--- src/rtl/fnorm_round.sv ---
// fnorm_round: post-addition normalize-and-round stage.
//
// This block takes the unnormalized sum from the align/add stage. The sum
// arrives as a sign, a biased exponent, and an extended mantissa:
//   {carry, hidden, fraction, guard, round, sticky}
// The block returns a packed IEEE-754 word. The pipeline is elastic and has
// three stages, with valid/ready handshaking on both sides.
//   S1: carry renormalize and leading-zero count
//   S2: left normalize, or clamp to the subnormal range
//   S3: round to nearest even, then pack
//
// Parameters
//   N           total word width; 32 or 64 only
//   EXP_W/MAN_W derived exponent and fraction widths
//
// Ports
//   clk, rst_n                 clock, asynchronous active-low reset
//   in_valid / in_ready        input handshake
//   in_sign, in_exp, in_mant   unnormalized sum
//   in_special, in_special_val bypass beat (zero/inf/NaN resolved upstream)
//   out_valid / out_ready      output handshake
//   out                        packed result {sign, exp, frac}
//   out_flags                  {overflow, underflow, inexact, zero}
//
// Build option
//   FNORM_FTZ_EN  When defined, any result that is subnormal before or after
//                 rounding is flushed to signed zero.
module fnorm_round #(
  parameter  int N     = 32,
  localparam int EXP_W = (N == 64) ? 11 : 8,
  localparam int MAN_W = (N == 64) ? 52 : 23
) (
  input  logic             clk,
  input  logic             rst_n,
  input  logic             in_valid,
  output logic             in_ready,
  input  logic             in_sign,
  input  logic [EXP_W-1:0] in_exp,
  input  logic [MAN_W+4:0] in_mant,
  input  logic             in_special,
  input  logic [N-1:0]     in_special_val,
  output logic             out_valid,
  input  logic             out_ready,
  output logic [N-1:0]     out,
  output logic [3:0]       out_flags
);

  localparam int MSW = MAN_W + 3;          // hidden + fraction + guard + round
  localparam int LZW = $clog2(MSW + 1);
  localparam int XW  = EXP_W + 2;          // internal exponent, headroom for +1
  localparam int SW  = MAN_W + 2;          // rounded significand with carry-out

  // One advance strobe moves every stage together; bubbles move with it.
  logic adv;
  assign adv      = ~out_valid | out_ready;
  assign in_ready = adv;

  // ---------------------------------------------------------------- S1
  logic [MSW-1:0] s1_mant_next;
  logic           s1_sticky_next;
  logic [XW-1:0]  s1_exp_next;
  logic [LZW-1:0] s1_lz_next;
  logic [MSW-1:0] s1_above_zero;

  // On a carry, shift right one place. The bit that falls out of round
  // joins sticky.
  always_comb begin
    if (in_mant[MAN_W+4]) begin
      s1_mant_next   = in_mant[MAN_W+4:2];
      s1_sticky_next = in_mant[1] | in_mant[0];
      s1_exp_next    = XW'(in_exp) + XW'(1);
    end else begin
      s1_mant_next   = in_mant[MAN_W+3:1];
      s1_sticky_next = in_mant[0];
      s1_exp_next    = XW'(in_exp);
    end
  end

  // Leading-zero count as a population count. Bit gi is set when every
  // position from the top down to gi is zero. After a carry shift the top
  // bit is 1, so the count is 0 automatically.
  genvar gi;
  generate
    for (gi = 0; gi < MSW; gi++) begin : g_lz
      assign s1_above_zero[gi] = ~|s1_mant_next[MSW-1:gi];
    end
  endgenerate

  always_comb begin
    s1_lz_next = '0;
    for (int i = 0; i < MSW; i++) begin
      s1_lz_next = s1_lz_next + LZW'(s1_above_zero[i]);
    end
  end

  logic           s1_valid_reg, s1_special_reg, s1_sign_reg;
  logic           s1_sticky_reg, s1_zero_reg;
  logic [N-1:0]   s1_special_val_reg;
  logic [XW-1:0]  s1_exp_reg;
  logic [MSW-1:0] s1_mant_reg;
  logic [LZW-1:0] s1_lz_reg;

  always_ff @(posedge clk or negedge rst_n) begin
    if (!rst_n) begin
      s1_valid_reg       <= 1'b0;
      s1_special_reg     <= 1'b0;
      s1_sign_reg        <= 1'b0;
      s1_sticky_reg      <= 1'b0;
      s1_zero_reg        <= 1'b0;
      s1_special_val_reg <= '0;
      s1_exp_reg         <= '0;
      s1_mant_reg        <= '0;
      s1_lz_reg          <= '0;
    end else if (adv) begin
      s1_valid_reg       <= in_valid;
      s1_special_reg     <= in_special;
      s1_sign_reg        <= in_sign;
      s1_sticky_reg      <= s1_sticky_next;
      s1_zero_reg        <= (in_mant == '0);
      s1_special_val_reg <= in_special_val;
      s1_exp_reg         <= s1_exp_next;
      s1_mant_reg        <= s1_mant_next;
      s1_lz_reg          <= s1_lz_next;
    end
  end

  // ---------------------------------------------------------------- S2
  logic [XW-1:0]  s2_shift_next, s2_exp_next;
  logic           s2_sub_next;
  logic [MSW-1:0] s2_mant_next;

  // Normalize as far as the exponent allows. If the leading one cannot
  // reach the hidden position, the value stays at the minimum exponent and
  // is encoded as a subnormal. Sticky stays in its own register, so zeros
  // fill from the right.
  always_comb begin
    s2_shift_next = XW'(s1_lz_reg);
    s2_sub_next   = 1'b0;
    if (s1_exp_reg == '0) begin
      s2_shift_next = '0;
      s2_sub_next   = 1'b1;
    end else if (XW'(s1_lz_reg) > s1_exp_reg - XW'(1)) begin
      s2_shift_next = s1_exp_reg - XW'(1);
      s2_sub_next   = 1'b1;
    end
    s2_mant_next = s1_mant_reg << s2_shift_next;
    s2_exp_next  = s2_sub_next ? '0 : s1_exp_reg - s2_shift_next;
  end

  logic           s2_valid_reg, s2_special_reg, s2_sign_reg;
  logic           s2_sticky_reg, s2_zero_reg, s2_sub_reg;
  logic [N-1:0]   s2_special_val_reg;
  logic [XW-1:0]  s2_exp_reg;
  logic [MSW-1:0] s2_mant_reg;

  always_ff @(posedge clk or negedge rst_n) begin
    if (!rst_n) begin
      s2_valid_reg       <= 1'b0;
      s2_special_reg     <= 1'b0;
      s2_sign_reg        <= 1'b0;
      s2_sticky_reg      <= 1'b0;
      s2_zero_reg        <= 1'b0;
      s2_sub_reg         <= 1'b0;
      s2_special_val_reg <= '0;
      s2_exp_reg         <= '0;
      s2_mant_reg        <= '0;
    end else if (adv) begin
      s2_valid_reg       <= s1_valid_reg;
      s2_special_reg     <= s1_special_reg;
      s2_sign_reg        <= s1_sign_reg;
      s2_sticky_reg      <= s1_sticky_reg;
      s2_zero_reg        <= s1_zero_reg;
      s2_sub_reg         <= s2_sub_next;
      s2_special_val_reg <= s1_special_val_reg;
      s2_exp_reg         <= s2_exp_next;
      s2_mant_reg        <= s2_mant_next;
    end
  end

  // ---------------------------------------------------------------- S3
  logic             s3_guard, s3_round, s3_lsb, s3_round_up, s3_inexact;
  logic [SW-1:0]    s3_sum;
  logic [XW-1:0]    s3_exp;
  logic [MAN_W-1:0] s3_frac;
  logic [N-1:0]     out_next;
  logic [3:0]       flags_next;

  always_comb begin
    s3_guard    = s2_mant_reg[1];
    s3_round    = s2_mant_reg[0];
    s3_lsb      = s2_mant_reg[2];
    s3_round_up = s3_guard & (s3_round | s2_sticky_reg | s3_lsb);
    s3_inexact  = s3_guard | s3_round | s2_sticky_reg;
    s3_sum      = {1'b0, s2_mant_reg[MSW-1:2]} + SW'(s3_round_up);

    if (s3_sum[MAN_W+1]) begin
      // Carry past the hidden bit: the significand becomes 1.0 at exp+1.
      s3_exp  = s2_exp_reg + XW'(1);
      s3_frac = '0;
    end else begin
      s3_frac = s3_sum[MAN_W-1:0];
      // A subnormal that rounds up into the hidden bit becomes the
      // smallest normal.
      s3_exp  = s2_sub_reg ? XW'(s3_sum[MAN_W]) : s2_exp_reg;
    end

    out_next   = {s2_sign_reg, s3_exp[EXP_W-1:0], s3_frac};
    flags_next = {1'b0,
                  (s3_exp == '0) & s3_inexact,
                  s3_inexact,
                  (s3_exp == '0) && (s3_frac == '0)};

    if (s2_special_reg) begin
      out_next   = s2_special_val_reg;
      flags_next = 4'b0000;
    end else if (s2_zero_reg) begin
      out_next   = '0;
      flags_next = 4'b0001;
    end else if (s3_exp >= XW'((1 << EXP_W) - 1)) begin
      out_next   = {s2_sign_reg, {EXP_W{1'b1}}, {MAN_W{1'b0}}};
      flags_next = 4'b1010;
    end
`ifdef FNORM_FTZ_EN
    else if (s2_sub_reg || (s3_exp == '0)) begin
      out_next   = {s2_sign_reg, {(N-1){1'b0}}};
      flags_next = 4'b0111;
    end
`endif
  end

  always_ff @(posedge clk or negedge rst_n) begin
    if (!rst_n) begin
      out_valid <= 1'b0;
      out       <= '0;
      out_flags <= '0;
    end else if (adv) begin
      out_valid <= s2_valid_reg;
      // Only real beats update the output word, so bubbles leave it quiet.
      if (s2_valid_reg) begin
        out       <= out_next;
        out_flags <= flags_next;
      end
    end
  end

endmodule

--- config.mk ---
export PLATFORM = sky130hd
export DESIGN_NAME = fnorm_round
export DESIGN_NICKNAME = d
export VERILOG_FILES = /design/src/rtl/fnorm_round.sv
export SDC_FILE = /design/constraint.sdc
export NUM_CORES = 1
export LEC_CHECK = 0
export CELL_PAD_IN_SITES_DETAIL_PLACEMENT = 2
export CELL_PAD_IN_SITES_GLOBAL_PLACEMENT = 2
export CORE_UTILIZATION = 35
export CTS_CLUSTER_DIAMETER = 200
export CTS_CLUSTER_SIZE = 28
export DETAILED_ROUTE_END_ITERATION = 10
export PLACE_DENSITY_LB_ADDON = 0.1
export SYNTH_ARGS = -nofsm -noshare
export SYNTH_HDL_FRONTEND = slang
export SYNTH_SLANG_ARGS = --single-unit
export TNS_END_PERCENT = 10
--- constraint.sdc ---
create_clock -name clk -period 6.5 [get_ports clk]
set_clock_uncertainty 0.2 [all_clocks]
set_input_delay 1.3 -clock clk [delete_from_list [all_inputs] [get_ports clk]]
set_output_delay 1.3 -clock clk [all_outputs]
set_load 0.1 [all_outputs]
Yosys cells after proc, flatten, opt, wreduce, memory -nomap -nowiden --
Index checks and enable logic that the tools add are counted. W data, S select, Z words.
Word-level totals: register bits after elaboration 189, output and inout bits 38, input port bits 74, word-level logic and storage cells 137
Cells by class: bitwise operators 9, $lt $le $gt $ge 2, mux-type cells 17, shifts and indexed selects 1, $add $sub $neg 30, reductions and logical operators 57
Operator list (count):
- $add A5 B1 Y5 | 21
- $mux W32 | 2
- $mux W10 | 5
- $mux W31 | 1
- $logic_not A28 Y1 | 1
- $logic_not A1 Y1 | 26
- $mux W26 | 1
- $reduce_or A26 Y1 | 1
- $shl A26 B10 Y26 | 1
- $add A24 B1 Y25 | 1
- $reduce_or A25 Y1 | 1
- $reduce_or A24 Y1 | 1
- $logic_not A23 Y1 | 1
- $mux W23 | 1
- $reduce_or A23 Y1 | 1
- $reduce_or A22 Y1 | 1
- $reduce_or A21 Y1 | 1
- $logic_not A10 Y1 | 2
- $reduce_or A20 Y1 | 1
- $reduce_or A19 Y1 | 1
- $reduce_or A18 Y1 | 1
- $reduce_or A17 Y1 | 1
- $reduce_or A16 Y1 | 1
- $reduce_or A15 Y1 | 1
- 31 further kinds | 41

Depth between registers and ports, before layout --
depth in word-level cells 28, gate-level depth with buffers 24, gate-level depth less buffers 24

Least setup slack after synthesis --
Ideal clock, no wire load.
path kind input -> register, start input in_mant[20], end register s1_lz_reg[4], stages 24, buffers on the path 0, setup time 0.136 ns, data required time 6.164 ns, arrival time 8.207 ns, setup slack -2.042 ns, cells stage by stage nor4_1 nand4_1 or3_1 nor4_2 nand4_1 a2111oi_0 nand2_1 a2111oi_0 fa_1 inv_1 fa_1 fa_1 inv_1 fa_1 inv_1 fa_1 fa_1 inv_1 ha_1 fa_1 a21o_1 a21oi_1 xor2_1 o21ai_0
Between the ends: longest elaborated chain between the ends 28, elaborated cells between the ends (all ways) 66, classes of those cells 25 x add/sub; 1 x mux; 40 x reduce/logical
Ends and longest elaborated chain:
- from (decl) | line 39 | input logic [MAN_W+4:0] in_mant,
- $mux W26 (*) | line 68 | if (in_mant[MAN_W+4]) begin
- $reduce_or A26 Y1 / $reduce_or A25 Y1 (equally long branches) | line 85 | assign s1_above_zero[gi] = ~|s1_mant_next[MSW-1:gi];
- $logic_not A1 Y1 | line 85
- $add A1 B1 Y2 | line 92 | s1_lz_next = s1_lz_next + LZW'(s1_above_zero[i]);
- $add A2 B1 Y3 | line 92
- $add A3 B1 Y4 | line 92
- $add A4 B1 Y5 | line 92
- $add A5 B1 Y5 (14 in series) | line 92
- $add A5 B1 Y5 (*) (7 in series) | line 92
- to (signal assigned) | line 123 | s1_lz_reg <= s1_lz_next;
- to (decl) | line 101 | logic [LZW-1:0] s1_lz_reg;
Every way passes the cells marked *; elsewhere a longest branch is shown, timed or not. A chain may end at the register's enable or synchronous reset.

Worst setup path after layout --
start input in_mant[17], end register s1_lz_reg[4]
Between the ends: longest elaborated chain between the ends 28, elaborated cells between the ends (all ways) 60, classes of those cells 25 x add/sub; 1 x mux; 34 x reduce/logical
Ends and longest elaborated chain (line):
- $mux W26 (*) | 68
- $reduce_or A26 Y1 / $reduce_or A25 Y1 (equally long branches) | 85
- $logic_not A1 Y1 | 85
- $add A1 B1 Y2 | 92
- $add A2 B1 Y3 | 92
- $add A3 B1 Y4 | 92
- $add A4 B1 Y5 | 92
- $add A5 B1 Y5 (11 in series) | 92
- $add A5 B1 Y5 (*) (10 in series) | 92
Marked as above.

==> reports/metrics.cfg <==
[run_status]
outcome = finished, violations left
violations = setup timing

[critical_path]
timing.rr.start = s1_exp_reg[1]$_DFFE_PN0N_
setup.worst_path.start_class = primary input
cp-end-kind = flip-flop
rrSetupSlack_ps = 580
crit_fanout = 2
critPathKind = in2reg
worstPathArrival_ps = 7680
crit_required_ps = 6620
r2r_end = s2_exp_reg[9]$_DFFE_PN0N_
reg2reg_depth = 21

[worst_hold_path]
min_to = s2_special_val_reg[21]$_DFFE_PN0N_
hold_depth = 2
hold_path_startpoint = s2_special_val_reg[21]$_DFFE_PN0N_
hp-class = reg2reg

[power_and_ir_drop]
intPower_w = 0.00294
power.sequential.fraction_pct = 34.8
swShare_pct = 49.2
p_total_w = 0.00579
leakage_nw = 6.31
vdd_drop_max_uv = 177
power_density_nw_per_um2 = 415
p_sw_w = 0.00285
power.share.clock_pct = 17.6
combPwrFrac_pct = 47.7

[synthesis]
async_flop_share_pct = 100
synth_edf_count = 0
syn_area_um2 = 11200
synth_flop_cell = dfrtp_1
yosys_warnings = 0
syn_avg_cell_area_um2 = 8.57
syn_inst = 1313
yosys_register_bits = 188
synth.distinct_cells = 71
ys_seq_area_share_pct = 41.8

[final_layout]
instances_no_fill = 1881
drive_gt1_share_pct = 12.4
nNetsFinal = 1586
layout_common_cells = nand2_1 (331), dfrtp_1 (188), clkdlybuf4s50_1 (96), nor2_1 (94), buf_4 (94)
area_growth_pct = 24.1
multiInputGateArea_um2 = 6230
ff_latch_area_um2 = 4700
diodes = 0
final_common_cell = nand2_1
fillers = 3509

[placed_design]
port_buffers = 111
dp_cells = 1831
gp_congestion = 0.820
hpwlAfterDp_um = 26600
place_ws_ps = -2060

[sta]
period_share_pct = 116
clock.fmax_mhz = 132
hold_violations = 0
slew_headroom_pct = 29.8
period_minus_slack_ps = 7570
slew_viol_final = 0
setup_ws_ps = -1070
setup_viol = 5
worstMarginPinSlew_ps = 1050
grt_setup_unrepaired = yes

[clock_network]
cts_buffer_depth = 2
cts_root_buffer = clkbuf_16
cts_tree = yes
clk_latency_ps = 450
clk_pin_slew_worst_paths_ps = 80
numCtsBuffers = 17
htreeDepth = 4
clock-sinks = 188

[global_route]
grt_use_total_pct = 22.9
grt_overflow = 0
grt_first_pass_wirelength_um = 59800
first_global_vias = 11100
antenna_found_initial = 0
grt_max_degree = 93

[drt]
remaining_drc_errors = 0
ant_nets = 0
drt_wl_total_um = 36400
vias = 10100
routedWlPerCell_um = 19.3
vias_per_cell = 5.37
first_pass_iters = 4
drt_iter0_markers = 454

[floorplan]
die_h_um = 181
row_count = 65
die_area_um2 = 32900
io_pins = 112
dieWidth_um = 181
core_area_um2 = 31600
initial_core_util_pct = 35.7

[flow_run]
maxCapViolations = 0

timing repair:
item / in CTS / in global routing
resized for setup: 44 / 9
endpoints found under the hold margin: 0 / 0
setup endpoints to repair: 5 / 5
pin swaps: 25 / 21
hold buffers: 0 / 0
setup buffers: 15 / 4
metal layers:
metal | wire length [um] | up-vias | GRT usage, %
met5 | 0 | - | 0
li1 | - | 4811 | -
met1 | 16700 | 5095 | 29.7
met4 | 527 | 0 | 5.53
met2 | 18400 | 155 | 40.3
met3 | 788 | 34 | 2.64
worst max-delay path: stages:
cell             delay (ps)
clkdlybuf4s15_2         190
or3_4                   360
or3_4                   410
nor4_4                  240
nand4_1                 200
a2111oi_4               370
buf_4                   170
buf_4                    90
buf_4                    90
inv_1                    50
fa_1                    560
fa_1                    450
fa_1                    540
inv_2                    50
fa_1                    500
inv_2                    40
fa_1                    450
fa_1                    510
inv_2                    50
ha_4                    160
fa_2                    370
a21o_1                  200
a21oi_2                 120
xor2_1                  150
o21ai_1                  70
stage by stage:
step | utilization (%) | setup TNS (ps) | hold WS (ps) | cell area, um2
after floorplan | - | -5730 | 231 | 11300
after detailed placement | 41.8 | -8810 | 258 | 13200
after global routing | 44.3 | -5010 | 301 | 14000
after global placement | 41.8 | -8110 | 247 | 13200
final | 44.3 | -3930 | 269 | 14000
after CTS | 44.1 | -3360 | 274 | 13900
power by group through the flow:
stage / clock network, W / logic, W / registers, W
6_report: 0.00102 / 0.00276 / 0.00201
3_3_place_gp: 0 / 0.00268 / 0.00202
3_5_place_dp: 0 / 0.00276 / 0.00203
2_1_floorplan: 0 / 0.00131 / 0.00259
5_1_grt: 0.00108 / 0.00299 / 0.00208
4_1_cts: 0.00105 / 0.00279 / 0.00201
how the worst max path moves through the flow:
stage	from	end	cells past startpoint
floorplan	in_mant[19]	s1_lz_reg[4]$_DFFE_PN0N_	24
global placement	in_mant[19]	s1_lz_reg[4]$_DFFE_PN0N_	25
detailed placement	in_mant[19]	s1_lz_reg[4]$_DFFE_PN0N_	25
CTS	in_mant[20]	s1_lz_reg[4]$_DFFE_PN0N_	25
global route	in_mant[21]	s1_lz_reg[4]$_DFFE_PN0N_	25
finish	in_mant[17]	s1_lz_reg[4]$_DFFE_PN0N_	25
synthesized netlist by cell type, types with 22 or more instances:
library cell / n / area, um2
inv_1: 39 / 146
ha_1: 27 / 338
and3_1: 26 / 163
mux2i_1: 67 / 671
nand3_1: 28 / 140
dfrtp_1: 188 / 4700
nor2_1: 97 / 364
clkbuf_1: 54 / 203
o21ai_0: 71 / 355
nand2_1: 332 / 1250
a21oi_1: 67 / 335
xor2_1: 22 / 193
xnor2_1: 25 / 219
area by class of cell:
| cell class | count | area share [%] |
|---|---|---|
| sequential | 188 | 33.7 |
| tap | 402 | 3.60 |
| inverter | 43 | 1.17 |
| multi-input combinational | 1011 | 44.6 |
| timing repair buffer | 205 | 13.0 |
| clock buffer | 18 | 3.07 |
| clock inverter | 14 | 0.905 |
cell families after synthesis:
group,synth area share [%]
AO/OA/AOI/OAI,14.5
adder cells (fa/ha/maj),6.38
buffers and inverters,4.24
AND/OR/NAND/NOR,22.4
other,0.0333
multiplexers,6.96
XOR/XNOR,3.66
flip-flops,41.8
Note: power is estimated with default switching activity, not from simulation.
